===== config.mk =====
export PLATFORM = sky130hd
export DESIGN_NAME = ipm_shift_seq
export DESIGN_NICKNAME = d
export VERILOG_FILES = /design/src/rtl/ipm_shift_seq.sv
export SDC_FILE = /design/constraint.sdc
export NUM_CORES = 1
export LEC_CHECK = 0
export BUFFER_PORTS_ARGS = -buffer_cell sky130_fd_sc_hd__buf_2
export CAP_MARGIN = 20
export CORE_MARGIN = 2
export CORE_UTILIZATION = 50
export DETAILED_ROUTE_END_ITERATION = 8
export GPL_TIMING_DRIVEN = 0
export PLACE_DENSITY = 0.73
export SYNTH_ARGS = -nofsm -noshare
export SYNTH_HDL_FRONTEND = slang
export SYNTH_SLANG_ARGS = --single-unit
export TNS_END_PERCENT = 100

===== constraint.sdc =====
create_clock -name clk -period 7.1 [get_ports clk]
set_input_delay 0.71 -clock clk [delete_from_list [all_inputs] [get_ports clk]]
set_output_delay 0.71 -clock clk [all_outputs]
set_load 0.01 [all_outputs]

===== src/rtl/ipm_shift_seq.sv =====
// ipm_shift_seq: IPM share refresh after a change of the public L vector.
// The share is captured and delta = l_old ^ l_new is formed at acceptance.
// Byte 0 is then corrected by XOR-accumulating gmul(delta[j], share[j])
// for j = 1..V-1. A single GF(2^8) multiplier handles one index per RUN cycle.
// Optional feature macro: IPM_SHIFT_SKIPZERO_EN skips indices whose delta byte is zero.
module ipm_shift_seq #(
    parameter int V = 3
) (
    input  logic           clk,
    input  logic           rst_n,
    input  logic           in_valid,
    output logic           in_ready,
    input  logic [V*8-1:0] in_share,
    input  logic [V*8-1:0] l_old,
    input  logic [V*8-1:0] l_new,
    output logic           out_valid,
    input  logic           out_ready,
    output logic [V*8-1:0] out_share,
    output logic           busy
);

    localparam int IW = (V > 2) ? $clog2(V) : 1;

    typedef enum logic [1:0] {
        ST_IDLE = 2'd0,
        ST_RUN  = 2'd1,
        ST_DONE = 2'd2
    } state_t;

    // GF(2^8) multiply, reduction polynomial x^8+x^4+x^3+x+1.
    function automatic logic [7:0] gf_mul(input logic [7:0] a, input logic [7:0] b);
        logic [7:0] p;
        logic [7:0] aa;
        p  = 8'h00;
        aa = a;
        for (int k = 0; k < 8; k++) begin
            p  = p ^ (aa & {8{b[k]}});
            aa = aa[7] ? ({aa[6:0], 1'b0} ^ 8'h1B) : {aa[6:0], 1'b0};
        end
        return p;
    endfunction

    state_t         r_state;
    state_t         w_state_nxt;
    logic [V*8-1:0] r_share;
    logic [V*8-1:0] r_delta;
    logic [7:0]     r_acc;
    logic           r_in_ready;
    logic           r_out_valid;
    logic           r_busy;

    logic [V*8-1:0] w_delta_in;
    logic [IW-1:0]  w_idx;
    logic [7:0]     w_op_a;
    logic [7:0]     w_op_b;
    logic [7:0]     w_prod;
    logic           w_accept;
    logic           w_run_last;

    assign w_delta_in = l_old ^ l_new;
    assign w_accept   = (r_state == ST_IDLE) && r_in_ready && in_valid;

`ifdef IPM_SHIFT_SKIPZERO_EN
    logic [V-1:0] r_mask;
    logic [V-1:0] w_mask_init;
    logic [V-1:0] w_onehot;

    // Mask of nonzero delta bytes at acceptance; byte 0 never takes part.
    always_comb begin
        w_mask_init = '0;
        for (int j = 1; j < V; j++) begin
            w_mask_init[j] = |w_delta_in[8*j +: 8];
        end
    end

    // Lowest pending index in the mask and its one-hot clear vector.
    always_comb begin
        w_idx    = '0;
        w_onehot = '0;
        for (int j = V - 1; j >= 1; j--) begin
            w_idx = r_mask[j] ? IW'(j) : w_idx;
        end
        for (int j = 1; j < V; j++) begin
            w_onehot[j] = (w_idx == IW'(j)) && r_mask[j];
        end
    end

    assign w_run_last = ((r_mask & ~w_onehot) == '0);
`else
    logic [IW-1:0] r_idx;

    assign w_idx      = r_idx;
    assign w_run_last = (r_idx == IW'(V - 1));
`endif

    // Operand select for the shared multiplier (AND-OR byte mux).
    always_comb begin
        w_op_a = 8'h00;
        w_op_b = 8'h00;
        for (int j = 0; j < V; j++) begin
            w_op_a = w_op_a | (r_delta[8*j +: 8] & {8{w_idx == IW'(j)}});
            w_op_b = w_op_b | (r_share[8*j +: 8] & {8{w_idx == IW'(j)}});
        end
    end

    assign w_prod = gf_mul(w_op_a, w_op_b);

    // FSM state register.
    always_ff @(posedge clk) begin
        if (!rst_n) begin
            r_state <= ST_IDLE;
        end else begin
            r_state <= w_state_nxt;
        end
    end

    // FSM next-state logic.
    always_comb begin
        w_state_nxt = r_state;
        case (r_state)
            ST_IDLE: begin
                if (w_accept) begin
`ifdef IPM_SHIFT_SKIPZERO_EN
                    w_state_nxt = (w_mask_init == '0) ? ST_DONE : ST_RUN;
`else
                    w_state_nxt = ST_RUN;
`endif
                end else begin
                    w_state_nxt = ST_IDLE;
                end
            end
            ST_RUN: begin
                if (w_run_last) begin
                    w_state_nxt = ST_DONE;
                end else begin
                    w_state_nxt = ST_RUN;
                end
            end
            ST_DONE: begin
                if (out_ready) begin
                    w_state_nxt = ST_IDLE;
                end else begin
                    w_state_nxt = ST_DONE;
                end
            end
            default: begin
                w_state_nxt = ST_IDLE;
            end
        endcase
    end

    // Registered handshake/status outputs, derived from the next state.
    always_ff @(posedge clk) begin
        if (!rst_n) begin
            r_in_ready  <= 1'b0;
            r_out_valid <= 1'b0;
            r_busy      <= 1'b0;
        end else begin
            r_in_ready  <= (w_state_nxt == ST_IDLE);
            r_out_valid <= (w_state_nxt == ST_DONE);
            r_busy      <= (w_state_nxt != ST_IDLE);
        end
    end

    // Datapath: capture at acceptance, one multiply-accumulate per RUN cycle.
    always_ff @(posedge clk) begin
        if (!rst_n) begin
            r_share <= '0;
            r_delta <= '0;
            r_acc   <= 8'h00;
`ifdef IPM_SHIFT_SKIPZERO_EN
            r_mask  <= '0;
`else
            r_idx   <= '0;
`endif
        end else begin
            case (r_state)
                ST_IDLE: begin
                    if (w_accept) begin
                        r_share <= in_share;
                        r_delta <= w_delta_in;
                        r_acc   <= in_share[7:0];
`ifdef IPM_SHIFT_SKIPZERO_EN
                        r_mask  <= w_mask_init;
`else
                        r_idx   <= IW'(1);
`endif
                    end
                end
                ST_RUN: begin
                    r_acc  <= r_acc ^ w_prod;
`ifdef IPM_SHIFT_SKIPZERO_EN
                    r_mask <= r_mask & ~w_onehot;
`else
                    r_idx  <= r_idx + IW'(1);
`endif
                end
                default: begin
                    r_acc <= r_acc;
                end
            endcase
        end
    end

    assign in_ready  = r_in_ready;
    assign out_valid = r_out_valid;
    assign busy      = r_busy;
    assign out_share = {r_share[V*8-1:8], r_acc};

endmodule


## Yosys cells after proc, flatten, opt, wreduce, memory -nomap -nowiden

Index checks and enable logic that the tools add are counted.

| operators by class | value |
|---|---|
| add/subtract/negate cells | 1 |
| equality and inequality tests | 6 |
| mux-type cells | 15 |
| bitwise logic cells | 34 |
| reductions and logical operators | 9 |

Operator list:

| cell | count |
|---|---|
| $and A8 B8 Y8 | 14 |
| $xor A8 B8 Y8 | 8 |
| $mux W5 | 7 |
| $or A8 B8 Y8 | 4 |
| $not A4 Y4 | 7 |
| $xor A24 B24 Y24 | 1 |
| $pmux W8 S2 | 1 |
| $mux W8 | 1 |
| $eq A2 B2 Y1 const B | 3 |
| $logic_not A2 Y1 | 3 |
| $mux W2 | 3 |
| $pmux W2 S3 | 1 |
| $eq A2 B1 Y1 const B | 2 |
| $pmux W2 S2 | 1 |
| $reduce_and A2 Y1 | 2 |
| $reduce_bool A2 Y1 | 2 |
| $add A2 B1 Y2 const B | 1 |
| $logic_and A1 B1 Y1 | 2 |
| $ne A2 B2 Y1 const B | 1 |
| $mux W1 | 1 |

| storage, ports and cells | value |
|---|---|
| bits in registers | 63 |
| input port bits | 76 |
| output and inout port bits | 27 |
| logic and storage cells | 73 |

## Logic depth before layout (Yosys ltp)

| logic depth | value |
|---|---|
| depth after elaboration | 22 |
| mapped depth | 13 |
| mapped depth without buffers | 10 |

## Worst setup path after synthesis

OpenSTA, ideal clock, no wires.

| timing | value |
|---|---|
| path type | register -> register |
| start point | reg r_idx[0] |
| end point | reg r_acc[3] |
| library setup time | 0.118 ns |
| arrival | 2.674 ns |
| required time | 6.982 ns |
| setup slack | 4.308 ns |
| cell stages (with the launch flop) | 11 |
| path buffers | 1 |
| period minus slack after synthesis | 2.792 ns |
| cells stage by stage | dfxtp_1 inv_1 ha_1 a222oi_1 buf_4 xor2_1 o221ai_1 a221oi_1 xnor2_1 xnor2_1 o21ai_1 |

| between the ends | value |
|---|---|
| cells in the longest elaborated chain, start to end | 17 |
| elaborated cells on any way between the ends | 44 |
| classes of those cells | eq/ne: 2; mux: 8; bitwise: 33; reduce/logical: 1 |

Ends and longest elaborated chain:

| item | RTL line | text |
|---|---|---|
| from (decl) | 90 | `logic [IW-1:0] r_idx;` |
| from (signal assigned) | 195 | `r_idx <= r_idx + IW'(1);` |
| $eq A2 B1 Y1 or $logic_not A2 Y1 (tied branches) | 101, 102 |  |
| $and A8 B8 Y8 | 101 | `w_op_a = w_op_a \| (r_delta[8*j +: 8] & {8{w_idx == IW'(j)}});` |
| $or A8 B8 Y8 (2 in series) | 101 |  |
| $not A4 Y4 (no source line) or $mux W5 (tied branches) | -- |  |
| $mux W5 or $not A4 Y4 (tied branches) | -- |  |
| $mux W5 | 38 | `aa = aa[7] ? ({aa[6:0], 1'b0} ^ 8'h1B) : {aa[6:0], 1'b0};` |
| $not A4 Y4 (no source line) or $mux W5 (tied branches) | -- |  |
| $mux W5 or $not A4 Y4 (tied branches) | -- |  |
| $and A8 B8 Y8 or $mux W5 (tied branches) | 37, 38 |  |
| $xor A8 B8 Y8 or $and A8 B8 Y8 (tied branches) | 37 | `p = p ^ (aa & {8{b[k]}});` |
| $xor A8 B8 Y8 (3 in series) | 37 |  |
| $xor A8 B8 Y8 (*) | 37 |  |
| $xor A8 B8 Y8 (*) | 191 | `r_acc <= r_acc ^ w_prod;` |
| $pmux W8 S2 (*) | 177 | `case (r_state)` |
| to (signal assigned) | 182 | `r_acc <= in_share[7:0];` |
| to (signal assigned) | 191 |  |
| to (signal assigned) | 199 | `r_acc <= r_acc;` |
| to (decl) | 47 | `logic [7:0] r_acc;` |

Mark *: on every way between the ends. The rest lies on a longest branch, timed or not.
A chain may end at the register's enable or synchronous reset.

## Worst setup path after layout

| timing | value |
|---|---|
| start point | reg r_idx[0] |
| end point | reg r_acc[2] |

| between the ends | value |
|---|---|
| cells in the longest elaborated chain, start to end | 16 |
| elaborated cells on any way between the ends | 43 |
| classes of those cells | eq/ne: 2; mux: 8; bitwise: 32; reduce/logical: 1 |

Ends and longest elaborated chain:

| item | RTL line |
|---|---|
| $eq A2 B1 Y1 or $logic_not A2 Y1 (tied branches) | 101, 102 |
| $and A8 B8 Y8 | 101 |
| $or A8 B8 Y8 (2 in series) | 101 |
| $not A4 Y4 (no source line) or $mux W5 (tied branches) | -- |
| $mux W5 or $not A4 Y4 (tied branches) | -- |
| $mux W5 | 38 |
| $and A8 B8 Y8 or $mux W5 (tied branches) | 37, 38 |
| $xor A8 B8 Y8 or $and A8 B8 Y8 (tied branches) | 37 |
| $xor A8 B8 Y8 (4 in series) | 37 |
| $xor A8 B8 Y8 (*) | 37 |
| $xor A8 B8 Y8 (*) | 191 |
| $pmux W8 S2 (*) | 177 |

Marked as above.

==> run_results.csv <==
group,metric,value,unit
floorplanning,core_area,7807,um^2
sta,grt_setup_unrepaired,"no",
cells_and_area,fin_util,0.6298,
cells_and_area,final_nets,699,
cells_and_area,fin_area,4917,um^2
sta,fin_skew,0.007694,ns
placed_design,port-buffer-count,101,
clock_tree,htreeDepth,3,
worst_hold_path,hold-path-cell-count,2,
synthesis,ys_warn_count,0,
synthesis,avgSynthCellArea,7.985,um^2
floorplanning,start_util,0.5196,
sta,setup_viol,0,
cells_and_area,final_common_cell,"buf_2",
floorplanning,fp.dieW,94.07,um
placed_design,place_congestion,0.9104,
sta,relSlewSlack,0.2485,
floorplanning,rows,32,
flow_run,drv_cap,0,
synthesis,ys_top_cells_by_area,"dfxtp_1 31%, xnor2_1 20%, nand2_1 8.5%",
critical_path,start_kind,"flop",
clock_tree,cts_resized,0,
floorplanning,die_area,8849,um^2
clock_tree,cts_setup_buffers,0,
sta,worst_pin_slew,1.127,ns
global_route,grt_max_degree,13,
clock_tree,clock_latency,0.35,ns
synthesis,yosys.cell_types.count,33,
synthesis,syn_inst,508,
synthesis,yosys-mux-area-fraction,0.002776,
synthesis,synth_fa_ha_area_frac,0.009254,
synthesis,yosysTopAreaCellShare,0.3109,
routing,first_pass_iters,5,
routing,via_per_inst,5.367,
status,status,"completed",
pwr,power.density,220.7,nW/um^2
synthesis,synth_fp_nets,587,
cells_and_area,diodes,0,
cells_and_area,syn2layout_area_growth,21.22,%
routing,wl_per_cell,14.99,um
synthesis,synth_area_leader_cell,"dfxtp_1",
critical_path,cp_max_fo,10,
worst_hold_path,hold_class,"flop to flop",
clock_tree,clockBufferDepth,2,
critical_path,reg2reg_depth,12,
routing,drtIter0Drc,279,
synthesis,ys_ff_latch,63,
global_route,track_usage,0.2587,
synthesis,seq_area_frac_synth,0.3109,
critical_path,crit_required,7.34,ns
sta,hold_violations,0,
sta,max_freq,273.9,MHz
synthesis,synth-simple-area-share,0.1644,
clock_tree,cts_tree,"yes",
clock_tree,cts.sinks,63,
clock_tree,cts_buffers,9,
global_route,antenna_found_initial,0,
routing,vias,3902,
sta,fin_crit_sh,0.5143,
critical_path,cp-end-kind,"flop",
placed_design,postPlaceCellArea,4690,um^2
routing,ant_nets,0,
synthesis,synth_top_family_by_area,"XOR/XNOR gates",
floorplanning,io_pins,103,
pwr,peakVddDrop,130.2,uV
routing,drt_wl_total,10900,um
sta,setup_tns,0,ns
clock_tree,root_buffer,"clkbuf_8",
global_route,grt_pass1_vias,3668,
clock_tree,cts_hold_buf,0,
clock_tree,clk_pin_slew,0.08,ns
floorplanning,die_h,94.07,um
pwr,p_leak,0.002207,uW
critical_path,crit_type,"flop to flop",
synthesis,synthesis.area,4056,um^2
global_route,overflow,0,
synthesis,synth-compound-area-share,0.2073,
critical_path,crit_arrival,3.89,ns
placed_design,dp_hpwl,8314,um
synthesis,synth_xor_area_frac,0.2289,
sta,drv_slew,0,
routing,drc,0,
global_route,grt_pass1_wl,17830,um
cells_and_area,final_cell_mix,"103 x buf_2, 93 x xnor2_1, 92 x nand2_1, 63 x dfxtp_1, 55 x nor2_1",
sta,fin_crit,3.651,ns
cells_and_area,drive_gt1_frac,0.2224,
[routing by layer]
metal,up-vias,track usage,part of all wire
met3,17,0.03692,0.058
li1,1908,-,-
met2,140,0.4357,0.49
met5,-,0,0
met1,1837,0.3418,0.44
met4,0,0.07971,0.017
[critical path, stage by stage (launching register included)]
cell      delay [ns]
dfxtp_1         0.38
inv_1           0.09
ha_1            0.19
clkbuf_1        0.22
clkbuf_1        0.30
a222oi_1        0.93
clkbuf_1        0.43
nor3_1          0.12
a211oi_1        0.32
o21ai_1         0.13
xnor2_1         0.21
xnor2_1         0.14
o21ai_1         0.08
[power by group]
group          internal (uW)  switching, uW  total, uW
registers                380           18.7        398
clock network            209            157        367
logic                    141            179        320
[per-stage QoR]
stage / hold WS, ns / worst slack, ns / total power (uW) / cells
2_1_floorplan: 0.4431 / 4.308 / 632.3 / 508
3_3_place_gp: 0.4506 / 3.709 / 714.0 / 711
3_5_place_dp: 0.4581 / 3.594 / 723.3 / 711
4_1_cts: 0.4704 / 3.570 / 1081 / 727
5_1_grt: 0.4917 / 3.210 / 1136 / 727
6_report: 0.4695 / 3.449 / 1085 / 727
[cell type report]
| class | instances | area, um^2 |
|---|---|---|
| clock buffers | 10 | 137.6 |
| fillers | 733 | 2890 |
| well taps | 102 | 127.6 |
| plain buffers | 54 | 272.8 |
| repair buffers | 101 | 505.5 |
| flip-flops and latches | 63 | 1261 |
| inverters | 10 | 37.54 |
| clock inverters | 6 | 90.09 |
| multi-input cells | 381 | 2485 |
[registers in the layout, indices dropped and copies added (netlist names)]
signal and flops:
r_share 24, r_delta 24, busy 1, r_idx 2, in_ready 1, r_state 2
out_valid 1, r_acc 8
[kinds of logic (layout without fill, tap and decap cells)]
| family | count (synthesis) | count (layout) |
|---|---|---|
| AND/OR/NAND/NOR | 167 | 167 |
| XOR/XNOR | 106 | 106 |
| AO/OA/AOI/OAI | 104 | 104 |
| buffers and inverters | 64 | 181 |
| flip-flops | 63 | 63 |
| adder cells (fa/ha/maj) | 3 | 3 |
| multiplexers | 1 | 1 |
[synth_stat cells]
library cell	number
a211oi_1	3
a21boi_0	25
a21oi_1	10
a221o_1	3
a221oi_1	4
a222oi_1	15
a22oi_1	2
and2_1	2
and3_1	1
buf_2	2
buf_4	18
clkbuf_1	34
dfxtp_1	63
ha_1	3
inv_1	10
mux2_2	1
nand2_1	92
nand2b_1	2
nand3_1	4
nor2_1	55
nor2_2	1
nor2b_1	5
nor3_1	4
o211a_1	25
o21a_1	1
o21ai_0	7
o21ai_1	6
o221ai_1	1
o311a_1	1
o32ai_1	1
or2_1	1
xnor2_1	93
xor2_1	13
[path summary, 6_finish.rpt]
kind | startpoint | end | slack [ns]
max | r_idx[0]$_SDFFE_PN0P_ | r_acc[2]$_SDFFE_PN0P_ | 3.45
min | r_share[1]$_SDFFE_PN0P_ | r_share[1]$_SDFFE_PN0P_ | 0.47
max reg2reg | r_idx[0]$_SDFFE_PN0P_ | r_acc[2]$_SDFFE_PN0P_ | 3.45
min reg2reg | r_share[1]$_SDFFE_PN0P_ | r_share[1]$_SDFFE_PN0P_ | 0.47
(Power assumes the default switching activity.)
